<file path="src/rtl/mar_pkg.sv">
// Shared types and constants for the MAR fetch unit.
package mar_pkg;

  typedef enum logic [0:0] {
    IDLE = 1'b0,
    WAIT = 1'b1
  } fetch_state_e;

  localparam int DEF_DATA_WIDTH   = 32'sd8;
  localparam int DEF_ADDR_WIDTH   = 32'sd8;
  localparam int MAX_READ_LATENCY = 32'sd8;
  // Counts the extra edges after acceptance (at most MAX_READ_LATENCY-2).
  localparam int LAT_CNT_W        = $clog2(MAX_READ_LATENCY);

endpackage

</file>
<file path="src/rtl/mar_ram.sv">
// Word-addressed memory: one write port and one registered read port.
// A read and a write to the same address on the same edge return the old word.
module mar_ram
  import mar_pkg::*;
#(
  parameter int DATA_WIDTH = DEF_DATA_WIDTH,
  parameter int ADDR_WIDTH = DEF_ADDR_WIDTH
) (
  input  logic                  clk,
  input  logic                  rst,
  input  logic                  wr_en,
  input  logic [ADDR_WIDTH-1:0] wr_addr,
  input  logic [DATA_WIDTH-1:0] wr_data,
  input  logic                  rd_en,
  input  logic [ADDR_WIDTH-1:0] rd_addr,
  output logic [DATA_WIDTH-1:0] rd_data
);

  localparam int DEPTH = 2 ** ADDR_WIDTH;

  logic [DATA_WIDTH-1:0] mem_q [DEPTH];
  logic [DATA_WIDTH-1:0] rd_data_d;
  logic [DATA_WIDTH-1:0] rd_data_q;

  // Memory array: contents deliberately survive reset.
  always_ff @(posedge clk) begin
    if (wr_en) begin
      mem_q[wr_addr] <= wr_data;
    end
  end

  // Read-port next value: capture only on an enabled read.
  always_comb begin
    rd_data_d = rd_data_q;
    if (rd_en) begin
      rd_data_d = mem_q[rd_addr];
    end else begin
      rd_data_d = rd_data_q;
    end
  end

  // Read-port register.
  always_ff @(posedge clk or posedge rst) begin
    if (rst) begin
      rd_data_q <= {DATA_WIDTH{1'b0}};
    end else begin
      rd_data_q <= rd_data_d;
    end
  end

  assign rd_data = rd_data_q;

endmodule

</file>
<file path="src/rtl/mar_fetch.sv">
// MAR fetch unit: holds the address register, sequences reads through mar_ram
// with a configurable latency and presents registered results.
module mar_fetch
  import mar_pkg::*;
#(
  parameter int DATA_WIDTH   = DEF_DATA_WIDTH,
  parameter int ADDR_WIDTH   = DEF_ADDR_WIDTH,
  parameter int READ_LATENCY = 32'sd1,
  parameter bit AUTO_INC     = 1'b0
) (
  input  logic                  clk,
  input  logic                  rst,
  input  logic                  addr_load,
  input  logic [ADDR_WIDTH-1:0] addr_in,
  input  logic                  addr_inc,
  input  logic                  rd_req,
  input  logic                  wr_en,
  input  logic [ADDR_WIDTH-1:0] wr_addr,
  input  logic [DATA_WIDTH-1:0] wr_data,
  output logic [ADDR_WIDTH-1:0] mar,
  output logic                  busy,
  output logic                  rd_valid,
  output logic [DATA_WIDTH-1:0] rd_data,
  output logic [ADDR_WIDTH-1:0] rd_addr
);

  localparam bit MULTI_CYCLE = (READ_LATENCY > 32'sd1);
  localparam logic [LAT_CNT_W-1:0] WAIT_INIT =
    LAT_CNT_W'(MULTI_CYCLE ? (READ_LATENCY - 32'sd2) : 32'sd0);

  fetch_state_e          state_q, state_d;
  logic [LAT_CNT_W-1:0]  cnt_q, cnt_d;
  logic [ADDR_WIDTH-1:0] mar_q, mar_d;
  logic [ADDR_WIDTH-1:0] cap_addr_q, cap_addr_d;
  logic                  busy_q, busy_d;
  logic                  rd_valid_q, rd_valid_d;
  logic [DATA_WIDTH-1:0] rd_data_q, rd_data_d;
  logic [ADDR_WIDTH-1:0] rd_addr_q, rd_addr_d;
  logic [DATA_WIDTH-1:0] ram_rdata_s;
  logic                  accept_s;

  assign accept_s = rd_req & ~busy_q;

  mar_ram #(
    .DATA_WIDTH(DATA_WIDTH),
    .ADDR_WIDTH(ADDR_WIDTH)
  ) u_ram (
    .clk    (clk),
    .rst    (rst),
    .wr_en  (wr_en),
    .wr_addr(wr_addr),
    .wr_data(wr_data),
    .rd_en  (accept_s),
    .rd_addr(mar_q),
    .rd_data(ram_rdata_s)
  );

  // FSM state and latency counter registers.
  always_ff @(posedge clk or posedge rst) begin
    if (rst) begin
      state_q <= IDLE;
      cnt_q   <= {LAT_CNT_W{1'b0}};
    end else begin
      state_q <= state_d;
      cnt_q   <= cnt_d;
    end
  end

  // FSM next state: WAIT spans the READ_LATENCY-1 edges after acceptance.
  always_comb begin
    state_d = state_q;
    cnt_d   = cnt_q;
    case (state_q)
      IDLE: begin
        if (accept_s && MULTI_CYCLE) begin
          state_d = WAIT;
          cnt_d   = WAIT_INIT;
        end else begin
          state_d = IDLE;
        end
      end
      WAIT: begin
        if (cnt_q == {LAT_CNT_W{1'b0}}) begin
          state_d = IDLE;
        end else begin
          cnt_d = cnt_q - LAT_CNT_W'(1'b1);
        end
      end
      default: begin
        state_d = IDLE;
        cnt_d   = {LAT_CNT_W{1'b0}};
      end
    endcase
  end

  // FSM outputs, MAR update and result capture.
  always_comb begin
    busy_d     = (state_d == WAIT);
    cap_addr_d = cap_addr_q;
    rd_data_d  = rd_data_q;
    rd_addr_d  = rd_addr_q;
    mar_d      = mar_q;
    if (MULTI_CYCLE) begin
      rd_valid_d = (state_q == WAIT) && (cnt_q == {LAT_CNT_W{1'b0}});
    end else begin
      rd_valid_d = accept_s;
    end
    if (accept_s) begin
      cap_addr_d = mar_q;
    end else begin
      cap_addr_d = cap_addr_q;
    end
    // Single-cycle reads take the address straight from the MAR on acceptance.
    if (rd_valid_d) begin
      rd_data_d = ram_rdata_s;
      rd_addr_d = MULTI_CYCLE ? cap_addr_q : mar_q;
    end else begin
      rd_data_d = rd_data_q;
      rd_addr_d = rd_addr_q;
    end
    if (addr_load) begin
      mar_d = addr_in;
    end else if (addr_inc || (AUTO_INC && accept_s)) begin
      mar_d = mar_q + ADDR_WIDTH'(1'b1);
    end else begin
      mar_d = mar_q;
    end
  end

  // Output and datapath registers.
  always_ff @(posedge clk or posedge rst) begin
    if (rst) begin
      mar_q      <= {ADDR_WIDTH{1'b0}};
      cap_addr_q <= {ADDR_WIDTH{1'b0}};
      busy_q     <= 1'b0;
      rd_valid_q <= 1'b0;
      rd_data_q  <= {DATA_WIDTH{1'b0}};
      rd_addr_q  <= {ADDR_WIDTH{1'b0}};
    end else begin
      mar_q      <= mar_d;
      cap_addr_q <= cap_addr_d;
      busy_q     <= busy_d;
      rd_valid_q <= rd_valid_d;
      rd_data_q  <= rd_data_d;
      rd_addr_q  <= rd_addr_d;
    end
  end

  // With one-cycle latency the RAM read register already is the result register.
  assign rd_data  = MULTI_CYCLE ? rd_data_q : ram_rdata_s;
  assign mar      = mar_q;
  assign busy     = busy_q;
  assign rd_valid = rd_valid_q;
  assign rd_addr  = rd_addr_q;

endmodule

</file>
<file path="config.mk">
export PLATFORM = sky130hd
export DESIGN_NAME = mar_fetch
export DESIGN_NICKNAME = d
export VERILOG_FILES = /design/src/rtl/mar_pkg.sv /design/src/rtl/mar_ram.sv /design/src/rtl/mar_fetch.sv
export SDC_FILE = /design/constraint.sdc
export NUM_CORES = 2
export LEC_CHECK = 0
export CAP_MARGIN = 20
export CORE_ASPECT_RATIO = 0.9
export CORE_MARGIN = 4
export CORE_UTILIZATION = 58
export DETAILED_ROUTE_END_ITERATION = 8
export PLACE_DENSITY = 0.74
export SYNTH_ARGS = -nofsm -noshare
export SYNTH_HDL_FRONTEND = slang
export SYNTH_SLANG_ARGS = --single-unit
</file>
<file path="constraint.sdc">
create_clock -name clk -period 3.3 [get_ports clk]
set_input_delay 0.33 -clock clk [delete_from_list [all_inputs] [get_ports clk]]
set_output_delay 0.33 -clock clk [all_outputs]
set_load 0.005 [all_outputs]
</file>
==> results.sh <==
export IMPL_status="complete, but fails checks"
export IMPL_failed_checks="negative setup slack"
export IMPL_clock_path_buffers=3
export IMPL_critical_path_peak_fanout=29
export IMPL_synth_edf_count=2048
export IMPL_latest_clock_arrival_within_the_worst_skew_pair_ns=0.82
export IMPL_die_w_um=401
export IMPL_yosysWarnings=0
export IMPL_place_congestion=0.886
export IMPL_route_layer_met1_wl_mm=77.6
export IMPL_ys_dominant_reg_cell="sky130_fd_sc_hd__edfxtp_1"
export IMPL_die_area_um2=145000
export IMPL_cts_hold_buffers_added=0
export IMPL_p_leak_nw=30.1
export IMPL_worst_clock_skew_ns=0.0403
export IMPL_first_global_vias=41900
export IMPL_io_buffer_count=55
export IMPL_wl_per_cell_um=34.1
export IMPL_synth_seq_cells=2077
export IMPL_worst_slew_pin_transition_ns=1.04
export IMPL_floorplan_core_area_um2=138000
export IMPL_cp_buffers_inverters=3
export IMPL_synth_top_area_share_pct=76.4
export IMPL_timing_reg2reg_setup_slack_ns=-0.02
export IMPL_initial_standard_cell_utilization_of_the_core_pct=58.5
export IMPL_synth_async_sr_flop_share_pct=1.40
export IMPL_min_period_over_period_pct=101
export IMPL_setup_worst_path_end_class="register"
export IMPL_synth_cell_type_count=56
export IMPL_grt_util_all_layers_pct=29.7
export IMPL_criticalPathCategory="reg2reg"
export IMPL_routed_wl_met2_mm=96.7
export IMPL_height_of_the_die_um=361
export IMPL_fmax_mhz=301
export IMPL_finalPower_mw=57.8
export IMPL_grt_max_degree=132
export IMPL_grt_first_pass_wirelength_mm=308
export IMPL_post_synth_most_frequent_cells="sky130_fd_sc_hd__edfxtp_1 (2048), sky130_fd_sc_hd__mux4_2 (538), sky130_fd_sc_hd__nor2_1 (293), sky130_fd_sc_hd__mux2i_1 (102), sky130_fd_sc_hd__clkbuf_1 (93)"
export IMPL_cp_data_required_time_ns=3.95
export IMPL_numCtsBuffers=194
export IMPL_crit_reg2reg_capture="u_ram.rd_data[2]$_DFFE_PP0P_"
export IMPL_hold_viol_final=0
export IMPL_avgSynthCellArea_um2=21.8
export IMPL_share_of_layout_cells_above_drive_strength_1_pct=31.2
export IMPL_detail_route_first_pass_iterations=6
export IMPL_avgViaCountPerCell=6.77
export IMPL_path_delay_family="compound AO/OA/AOI/OAI gates"
export IMPL_cts_root_buffer="sky130_fd_sc_hd__clkbuf_16"
export IMPL_critical_path_startpoint_type="register"
export IMPL_cts_num_sinks=2077
export IMPL_antenna_found_initial=9
export IMPL_powerDensity_nw_per_um2=618
export IMPL_relSlewSlack_pct=30.8
export IMPL_synthToLayoutAreaGrowth_pct=16.1
export IMPL_drc=0
export IMPL_final_setup_viol_count=1
export IMPL_dr_total_vias=42400
export IMPL_fp_row_count=129
export IMPL_slew_viol_final=0
export IMPL_cp_slowest_cell="sky130_fd_sc_hd__o41a_1"
export IMPL_fin_nets=4284
export IMPL_wl_mm=213
export IMPL_sequential_share_of_the_synthesized_area_pct=77.3
export IMPL_worstRegToRegCells=9
export IMPL_cts_tree="yes"
export IMPL_overflow=0
export IMPL_ir_worst_vdd_uv=509
export IMPL_synth_top_area_cell="sky130_fd_sc_hd__edfxtp_1"
export IMPL_detailedRoute_firstIterationViolations=7059
export IMPL_postRouteAntennaNets=0
export IMPL_launch_instance_of_the_worst_register_to_register_path="mar[1]$_DFFE_PP0P_"
export IMPL_synth_top_cells_by_area="sky130_fd_sc_hd__edfxtp_1 (76%), sky130_fd_sc_hd__mux4_2 (15%), sky130_fd_sc_hd__nor2_1 (1.4%), sky130_fd_sc_hd__mux2i_1 (1.3%), sky130_fd_sc_hd__dfrtp_1 (0.90%)"
export IMPL_top_layer="met5"
export IMPL_postSynthNetCount=3727
export IMPL_setup_tns_ns=-0.0182
export IMPL_wl_met3_mm=29.0
export IMPL_synthMostInstantiatedCell="sky130_fd_sc_hd__edfxtp_1"
export IMPL_cts_max_level=4
export IMPL_worst_setup_hold_path_clk_slew_ns=0.07
export IMPL_worstHoldPathType="in2async"
export IMPL_synth_cells=3694
export IMPL_timing_critical_path_slowest_cell_delay_ns=0.56
export IMPL_detailedPlace_worstSlack_ns=-0.0550
export IMPL_io_pin_count=56
export IMPL_timing_max_cap_violations=0
export IMPL_post_route_worst_setup_slack_ns=-0.0182
export IMPL_mappedNetlistArea_um2=80500
export IMPL_critical_path_arrival_ns=3.97
export IMPL_dp_hpwl_mm=131
export IMPL_finalWorstPathRequiredPeriod_ns=3.32
export IMPL_cp_cell_sequence="buf_12 -> buf_6 -> mux4_2 -> mux2i_1 -> a2111oi_0 -> buf_4 -> o41a_1 -> o41ai_1 -> o311ai_1"
==> power by group <==
part	total [mW]	leakage (nW)	internal [mW]	switching [mW]
sequential	29.2	18.8	29.1	0.151
combinational	6.19	8.27	2.67	3.52
clock	22.3	3.09	12.7	9.64
total	57.8	30.1	44.4	13.3
==> layout by cell type, fill, tap and decap left out, types with 10 or more instances in the layout <==
cell	netlist	routed
sky130_fd_sc_hd__mux2i_1	102	101
sky130_fd_sc_hd__nor2_1	293	292
sky130_fd_sc_hd__clkinv_1	1	53
sky130_fd_sc_hd__nand3_1	36	36
sky130_fd_sc_hd__nand4_1	11	11
sky130_fd_sc_hd__clkdlybuf4s50_1	0	47
sky130_fd_sc_hd__o211ai_1	11	11
sky130_fd_sc_hd__nor2b_1	16	14
sky130_fd_sc_hd__bufinv_16	0	20
sky130_fd_sc_hd__clkbuf_16	0	202
sky130_fd_sc_hd__buf_4	27	469
sky130_fd_sc_hd__nor3_1	16	14
sky130_fd_sc_hd__dfrtp_1	29	24
sky130_fd_sc_hd__edfxtp_1	2048	2048
sky130_fd_sc_hd__mux4_2	538	538
sky130_fd_sc_hd__nand2_1	71	71
sky130_fd_sc_hd__a22o_1	10	10
sky130_fd_sc_hd__inv_1	11	10
sky130_fd_sc_hd__clkinv_2	0	32
sky130_fd_sc_hd__clkbuf_1	93	36
sky130_fd_sc_hd__a22oi_1	76	76
sky130_fd_sc_hd__o221ai_1	14	13
sky130_fd_sc_hd__a221oi_1	11	10
sky130_fd_sc_hd__o22ai_1	16	16
sky130_fd_sc_hd__buf_12	0	60
sky130_fd_sc_hd__o21ai_0	25	23
sky130_fd_sc_hd__a21oi_1	47	47
==> layer usage <==
| metal | vias to the layer above | track usage [%] |
|---|---|---|
| li1 | 16600 | - |
| met3 | 522 | 8.48 |
| met1 | 21900 | 43.2 |
| met5 | - | 0 |
| met4 | 6 | 12.1 |
| met2 | 3274 | 43.4 |
==> repair_timing <==
action | CTS | global route
cloned | 0 | 1
setup buffers | 0 | 11
pin swaps | 0 | 2
gates resized for setup | 6 | 9
setup endpoints to repair | 4 | 6
==> layout make-up <==
cell class	instances	area, µm²
inverter	13	51.3
clock inverter	124	1190
timing repair buffer	588	5390
sequential	2077	62200
antenna	7	17.5
fill	8281	44200
tap	1834	2290
clock buffer	237	5160
multi-input combinational	1377	17100
==> how the worst max path moves through the flow <==
stage                       startpoint                            to  slack (ns)  cells past startpoint
floorplan           mar[0]$_DFFE_PP0P_  u_ram.rd_data[2]$_DFFE_PP0P_        0.71                      9
global placement    mar[0]$_DFFE_PP0P_  u_ram.rd_data[6]$_DFFE_PP0P_       -0.01                     10
detailed placement  mar[0]$_DFFE_PP0P_  u_ram.rd_data[6]$_DFFE_PP0P_       -0.05                     10
CTS                 mar[0]$_DFFE_PP0P_  u_ram.rd_data[6]$_DFFE_PP0P_       0.004                     10
global route        mar[0]$_DFFE_PP0P_  u_ram.rd_data[2]$_DFFE_PP0P_       -0.04                     10
finish              mar[1]$_DFFE_PP0P_  u_ram.rd_data[2]$_DFFE_PP0P_       -0.02                      9
==> cell families (layout without fill, tap and decap cells) <==
family	count (synthesis)	count (layout)	synth area share [%]
AOI/OAI and AO/OA	244	244	2.10
buffers and inverters	240	962	1.58
other	0	7	0
and+or+nand+nor	476	476	2.50
adders and majority gates	3	3	0.0466
DFF	2077	2077	77.3
xor gates and xnor gates	8	8	0.0870
muxes	646	646	16.4
==> registers in the layout (all words and copies together), names as in the netlist <==
register,cells
rd_valid,1
u_ram.mem_q,2048
busy,1
rd_addr,8
cnt_q,3
mar,8
u_ram.rd_data,8
==> stage by stage <==
step / cells / area, µm² / hold slack, ns / util (%)
after floorplan: 3694 / 80500 / 0.408 / -
after global placement: 5877 / 86900 / 0.458 / 63.1
after detailed placement: 5877 / 86900 / 0.463 / 63.1
after CTS: 6238 / 93200 / 0.0500 / 67.7
after global routing: 6250 / 93400 / 0.100 / 67.9
final: 6257 / 93500 / 0.0736 / 67.9
(Power assumes the default switching activity.)
